`config.mk`:
```
export PLATFORM = sky130hd
export DESIGN_NAME = lane_collision_monitor
export DESIGN_NICKNAME = d
export VERILOG_FILES = /design/src/rtl/lane_collision_monitor.sv
export SDC_FILE = /design/constraint.sdc
export NUM_CORES = 1
export LEC_CHECK = 0
export ABC_AREA = 0
export CORE_MARGIN = 2
export CORE_UTILIZATION = 40
export CTS_BUF_LIST = sky130_fd_sc_hd__clkbuf_8
export DETAILED_ROUTE_END_ITERATION = 6
export PLACE_DENSITY = 0.65
export SYNTH_ARGS = -nofsm -noshare
export SYNTH_HDL_FRONTEND = slang
export SYNTH_SLANG_ARGS = --single-unit
```
`constraint.sdc`:
```
create_clock -name i_Clk -period 4.02 [get_ports i_Clk]
set_clock_uncertainty 0.1 [all_clocks]
set_input_delay 0.603 -clock i_Clk [delete_from_list [all_inputs] [get_ports i_Clk]]
set_output_delay 0.603 -clock i_Clk [all_outputs]
set_load 0.05 [all_outputs]
```
`src/rtl/lane_collision_monitor.sv`:
```
// Lane collision monitor: snapshots frog and car boxes once per frame,
// scans cars one per cycle, and tracks lives plus invulnerability frames.
module lane_collision_monitor #(
    parameter int N_CARS          = 4,
    parameter int LANE_Y          = 200,
    parameter int CAR_W           = 32,
    parameter int CAR_H           = 16,
    parameter int FROG_W          = 16,
    parameter int FROG_H          = 16,
    parameter int START_LIVES     = 3,
    parameter int COOLDOWN_FRAMES = 60
) (
    input  logic                 i_Clk,
    input  logic                 i_Rst_L,
    input  logic                 i_Frame_Start,
    input  logic [10*N_CARS-1:0] i_Car_X,
    input  logic [9:0]           i_Frog_X,
    input  logic [9:0]           i_Frog_Y,
    input  logic                 i_Restart,
    output logic                 o_Hit,
    output logic [3:0]           o_Lives,
    output logic                 o_Invulnerable,
    output logic                 o_Game_Over,
    output logic                 o_Busy
);

    localparam int IW = (N_CARS > 1) ? $clog2(N_CARS) : 1;
    localparam logic [IW-1:0] LAST_IDX = IW'(N_CARS - 1);
    localparam logic [3:0]    LIVES0   = 4'(START_LIVES);
    localparam logic [7:0]    COOL0    = 8'(COOLDOWN_FRAMES);

    typedef enum logic [2:0] {
        ARMED,
        CHECK,
        HIT,
        COOLDOWN,
        GAME_OVER
    } state_t;

    state_t        state_q;
    logic [9:0]    car_q [N_CARS];
    logic [9:0]    frog_x_q;
    logic [9:0]    frog_y_q;
    logic [IW-1:0] idx_q;
    logic [7:0]    cool_q;
    logic [3:0]    lives_q;
    logic          hit_q;
    logic          inv_q;
    logic          go_q;
    logic          busy_q;

    logic [10:0]   car_d;
    logic [10:0]   fx_d;
    logic [10:0]   fy_d;
    logic          ovl_d;

    // Box overlap of the snapshot frog against the car under scan
    always_comb begin
        car_d = {1'b0, car_q[idx_q]};
        fx_d  = {1'b0, frog_x_q};
        fy_d  = {1'b0, frog_y_q};
        ovl_d = (fx_d < car_d + 11'(CAR_W))
             && (car_d < fx_d + 11'(FROG_W))
             && (fy_d < 11'(LANE_Y + CAR_H))
             && (11'(LANE_Y) < fy_d + 11'(FROG_H));
    end

    // Game FSM with registered outputs; restart outranks every state
    always_ff @(posedge i_Clk or negedge i_Rst_L) begin
        if (!i_Rst_L) begin
            state_q  <= ARMED;
            for (int k = 0; k < N_CARS; k++) car_q[k] <= '0;
            frog_x_q <= '0;
            frog_y_q <= '0;
            idx_q    <= '0;
            cool_q   <= '0;
            lives_q  <= LIVES0;
            hit_q    <= 1'b0;
            inv_q    <= 1'b0;
            go_q     <= 1'b0;
            busy_q   <= 1'b0;
        end else if (i_Restart) begin
            state_q <= ARMED;
            idx_q   <= '0;
            cool_q  <= '0;
            lives_q <= LIVES0;
            hit_q   <= 1'b0;
            inv_q   <= 1'b0;
            go_q    <= 1'b0;
            busy_q  <= 1'b0;
        end else begin
            unique case (state_q)
                ARMED: begin
                    if (i_Frame_Start) begin
                        for (int k = 0; k < N_CARS; k++)
                            car_q[k] <= i_Car_X[10*k +: 10];
                        frog_x_q <= i_Frog_X;
                        frog_y_q <= i_Frog_Y;
                        idx_q    <= '0;
                        busy_q   <= 1'b1;
                        state_q  <= CHECK;
                    end
                end
                CHECK: begin
                    if (ovl_d) begin
                        hit_q   <= 1'b1;
                        busy_q  <= 1'b0;
                        lives_q <= (lives_q != 4'd0) ? lives_q - 4'd1 : 4'd0;
                        state_q <= HIT;
                    end else if (idx_q == LAST_IDX) begin
                        busy_q  <= 1'b0;
                        state_q <= ARMED;
                    end else begin
                        idx_q <= idx_q + IW'(1);
                    end
                end
                HIT: begin
                    hit_q <= 1'b0;
                    if (lives_q == 4'd0) begin
                        go_q    <= 1'b1;
                        state_q <= GAME_OVER;
                    end else begin
                        cool_q  <= COOL0;
                        inv_q   <= 1'b1;
                        state_q <= COOLDOWN;
                    end
                end
                COOLDOWN: begin
                    if (cool_q == 8'd0) begin
                        inv_q   <= 1'b0;
                        state_q <= ARMED;
                    end else if (i_Frame_Start) begin
                        cool_q <= cool_q - 8'd1;
                    end
                end
                GAME_OVER: begin
                    lives_q <= 4'd0;
                    go_q    <= 1'b1;
                end
                default: state_q <= ARMED;
            endcase
        end
    end

    assign o_Hit          = hit_q;
    assign o_Lives        = lives_q;
    assign o_Invulnerable = inv_q;
    assign o_Game_Over    = go_q;
    assign o_Busy         = busy_q;

endmodule

```
After elaboration in Yosys (flattened, before gate mapping)
Index checks and enable logic that the tools add are counted.
{"block": "classes", "add_sub_neg": 6, "eq_ne": 16, "muxes": 39, "n_reduce_logical": 21, "n_lt_le_gt_ge": 5, "bitwise_logic": 2}
{"cell": "$mux W8", "count": 4}
{"cell": "$ne A3 B3 Y1 const B", "count": 9}
{"cell": "$add A10 B5 Y11 const B", "count": 2}
{"cell": "$lt A10 B11 Y1", "count": 2}
{"cell": "$bmux W10 S2", "count": 1}
{"cell": "$mux W10", "count": 2}
{"cell": "$mux W3", "count": 6}
{"cell": "$pmux W8 S2", "count": 1}
{"cell": "$pmux W3 S5", "count": 1}
{"cell": "$reduce_bool A3 Y1", "count": 5}
{"cell": "$mux W4", "count": 3}
{"cell": "$reduce_and A4 Y1", "count": 3}
{"cell": "$add A10 B6 Y11 const B", "count": 1}
{"cell": "$lt A8 B11 Y1 const A", "count": 1}
{"cell": "$mux W1", "count": 11}
{"cell": "$lt A10 B8 Y1 const B", "count": 1}
{"cell": "$reduce_and A3 Y1", "count": 3}
{"cell": "$logic_not A8 Y1", "count": 1}
{"cell": "$mux W2", "count": 4}
{"cell": "$pmux W1 S2", "count": 4}
{"cell": "$pmux W4 S2", "count": 1}
{"cell": "$sub A8 B1 Y8 const B", "count": 1}
{"cell": "$eq A3 B2 Y1 const B", "count": 2}
{"cell": "$reduce_and A2 Y1", "count": 3}
{"cell": "15 further kinds", "count": 17}
{"block": "totals", "word_cells": 103, "reg_bits": 81, "out_inout_bits": 8, "input_bits": 64}

Logic depth before layout (Yosys ltp)
{"block": "logic_depth", "word_depth": 12, "mapped_depth": 14}

Worst setup path before layout
No wires, ideal clock.
{"block": "synth_path", "path_kind": "register to register", "start": "register idx_q[0]", "end": "register lives_q[3], in the netlist o_Lives[3]", "period_less_slack_ps": 3575, "arrival_time_ps": 3397, "setup_ps": 78, "n_path_buf": 2, "path_stages_with_launch": 14, "slack_ps": 445, "cell_sequence": "dfrtp_1 -> buf_6 -> buf_6 -> mux4_2 -> ha_1 -> xnor2_1 -> ha_1 -> o21a_1 -> o21ai_0 -> and4bb_1 -> o32ai_2 -> nand4_2 -> or4_1 -> a21boi_1"}
{"block": "synth_via", "elab_chain_cells": 11, "elab_cells_between_ends": 12, "cone_classes": "add/sub: 1; order compare: 2; eq/ne: 1; mux: 3; bitwise: 1; reduce/logical: 4"}
{"item": "start, declared", "line": "44", "source": "logic [IW-1:0] idx_q;"}
{"item": "start signal, assigned", "line": "114", "source": "idx_q <= idx_q + IW'(1);"}
{"item": "$not A2 Y3 (implied by the code) (*)", "line": "59", "source": "car_d = {1'b0, car_q[idx_q]};"}
{"item": "$bmux W10 S2 (*)", "line": "59"}
{"item": "$mux W10 (implied by the code) (*) (2 in series)", "line": "59"}
{"item": "$add A10 B6 Y11", "line": "62", "source": "ovl_d = (fx_d < car_d + 11'(CAR_W))"}
{"item": "$lt A10 B11 Y1", "line": "62"}
{"item": "$logic_and A1 B1 Y1 (*)", "line": "63", "source": "&& (car_d < fx_d + 11'(FROG_W))"}
{"item": "$logic_and A1 B1 Y1 (*)", "line": "64", "source": "&& (fy_d < 11'(LANE_Y + CAR_H))"}
{"item": "$logic_and A1 B1 Y1 (*)", "line": "65", "source": "&& (11'(LANE_Y) < fy_d + 11'(FROG_H));"}
{"item": "$ne A3 B3 Y1 (no line) (*)"}
{"item": "$reduce_and A2 Y1 (no line) (*)"}
{"item": "end signal, assigned", "line": "108", "source": "lives_q <= (lives_q != 4'd0) ? lives_q - 4'd1 : 4'd0;"}
{"item": "end, declared", "line": "46", "source": "logic [3:0] lives_q;"}
Every way passes the cells marked *; elsewhere a longest branch is shown, timed or not. The select of a mux whose other input is x is not followed.
A chain may end at the register's enable or synchronous reset.

Worst setup path after layout
Ends and elaborated chain as after synthesis.

==> results.md <==
- Main area contributors after synthesis: dfrtp_1, mux2_2, ha_1, mux4_2, nor2_1
- DRC violations left: 0
- TritonCTS buffer count: 9
- Top cell type by total area after synthesis: dfrtp_1
- Predominant post-synthesis flop cell: dfrtp_1
- Post-Syn Area per Cell: 11.51 um^2
- WHS: 0.3107 ns
- Clk buf depth: 2
- Total leakage power: 2.338 nW
- Number of port buffers: 71
- Largest net degree at the start of global routing: 82
- Yosys warns: 0
- CTS clock-pin slew for the worst setup and hold paths: 0.09 ns
- Final hold violation count: 0
- Worst Tran Pin Value: 1.030 ns
- Delay-heaviest family, CP: simple AND/OR/NAND/NOR gates
- Non-Filler Instances: 606
- Crit end category: flop
- Critical Path AT: 3.91 ns
- Status: complete, no violations
- Mapped Cells: 392
- Hold WC Path Type: input pin to async pin
- Mapped cell area: 4513 um^2
- Num ports: 72
- CTS tree: done
- Via Count: 3288
- Initial Utilization: 41.27%
- Skew-Pair Late Insertion Delay: 0.37 ns
- Die area: 12150 um^2
- Max incr delay on CP: 0.66 ns
- CORE AREA: 10940 um^2
- Sequential area share after synthesis: 44.97%
- Max-slew violation count: 0
- Max_slew headroom: 31.36%
- Worst-path maximum fanout: 7
- Via-per-instance ratio: 5.426
- Crit path cell chain: buf_4 > mux4_1 > nand3_1 > xor2_1 > ha_1 > o21a_1 > o21ai_0 > and4bb_1 > o32ai_2 > nand4_2 > or4_1 > a21boi_1
- Crit path buf inv count: 1
- Final Wtd Congestion: 0.8917
- Initial antenna violation count: 0
- Vias in the first global route: 3274
- 1st-iter DRT viols: 250
- Global-route wire length before repair: 16020 um
- CP startpoint kind: flop
- RSZ-0062 raised after global routing: false
- Final setup viols: 0
- Hold-fix buffers at CTS: 0
- Share of cells above drive strength 1: 21.03%
- PD cells: 701.3 nW/um^2
- Most common cell after layout, fill and taps aside: dfrtp_1
- Slowest stage cell, crit path: mux4_1
- Area of placed instances: 5366 um^2
- Die H: 110.2 um
- Share of Yosys cell area claimed by the top area cell type: 43.80%
- Final TNS setup: 0 ns
- Drt wl/cell: 16.75 um
- Final #Nets: 552
- Syn_nets: 483
- Htree depth: 3
- Grt ovf: 0
- Placed instance count: 590
- Gr usage total: 17.46%
- CTS Root Cell: clkbuf_8
- Clock sinks: 81
- Most frequent cells in the layout: dfrtp_1, clkdlybuf4s50_1, mux2_2
- DIE WIDTH: 110.2 um
- Ant. Diodes: 0
- Ys async rst share: 100.0%
- Hpwl dp: 7266 um
- Total Wirelength: 10150 um
- Area Growth Syn to Fin: 23.34%
- Max Clk Rate: 0.2688 GHz
- #FFs+latches synth: 81
- 1st-pass router iterations: 4
- Final ANT Viol Nets: 0
- WP data required: 4.21 ns
- Row cnt: 38
- Crit path time final: 3.720 ns
- EDFF count, synth: 0
- Type of the worst setup path: flop to flop
- Synth cell types: 57
- Fillcell total: 992
- Non-Filler Cell Area, Final: 5567 um^2
- Max VDD drop: 0.0002766 V
- Final Cycle Share: 92.54%
- Max-cap violations: 0
-- area by class of cell --
class / instances / area, um^2 / area share [%]
Inverter: 19 / 71.32 / 1.281
Tap cell: 140 / 175.2 / 3.147
Clock inverter: 6 / 60.06 / 1.079
Clock buffer: 10 / 137.6 / 2.472
Timing Repair Buffer: 76 / 758.2 / 13.62
Sequential cell: 81 / 2031 / 36.48
Multi-Input combinational cell: 274 / 2333 / 41.92
-- flip-flops by register name (all words and copies together), names as in the netlist, 2 cells and up --
name,cells
car_q,40
frog_y_q,10
idx_q,2
o_Lives,4
state_q,3
frog_x_q,10
cool_q,8
-- power breakdown --
part           internal, W  switching (W)
sequential         0.00116       0.000312
clock             0.000300       0.000300
combinational     0.000959       0.000870
total              0.00242        0.00148
-- Yosys cell counts (all sizes together) (2+ instances only) --
cell      n
o21bai    3
and3      2
o21ai    12
dfstp     2
mux2i     2
a21o      3
inv      19
nand3    12
xor2      6
o211ai    2
clkbuf    8
nor3     10
buf      10
nand2b    2
mux2     61
a21boi    4
nor2b     3
xnor2     4
nor2     32
nand2    15
dfrtp    79
o22a      4
and2      3
or3       4
a21oi    21
o31ai     3
mux4     10
a31oi     3
a2111oi   4
or4       2
nand4     2
ha       27
o31a      2
-- routing by layer --
layer	part of all wire [%]	GRT usage, %	up-vias
met1	46	23.39	1623
met2	46	27.13	83
met4	1.6	5.714	0
met5	0	0	-
met3	5.5	5.232	17
li1	-	-	1565
-- cell families (layout without fill, tap and decap cells) --
kind of cell               after synthesis  in the layout  share of synthesized area (%)
and+or+nand+nor                         95             95                          10.95
DFF                                     81             81                          44.97
muxes                                   73             73                          20.90
AOI/OAI and AO/OA                       69             69                          10.29
buffers and inverters                   37            111                          3.465
adders and majority gates               27             27                          7.485
xor gates and xnor gates                10             10                          1.941
-- stage by stage --
step / setup WS [ns] / power (W) / utilization, %
global placement: 0.3705 / 0.003224 / 49.07
floorplan: 0.4453 / 0.002792 / -
CTS: 0.1962 / 0.003923 / 50.88
finish: 0.3000 / 0.003904 / 50.90
detailed placement: 0.2171 / 0.003296 / 49.07
global route: 0.03903 / 0.004208 / 50.90
-- repair_timing --
item	CTS	global route
buffers inserted	0	0
gates resized for setup	0	2
setup endpoints to repair	0	4
-- final timing paths --
check                          from    endpoint  slack (ns)  cells after the start
setup / recovery           idx_q[0]  o_Lives[3]        0.30                     12
hold / removal              i_Rst_L    idx_q[1]        0.31                      1
setup reg to reg           idx_q[0]  o_Lives[3]        0.30                     12
hold reg to reg            car_q[7]    car_q[7]        0.40                      1
max in group asynchronous   i_Rst_L    idx_q[0]        2.83                      1
min in group i_Clk         car_q[7]    car_q[7]        0.40                      1
Power figures use the tool's default switching activity.
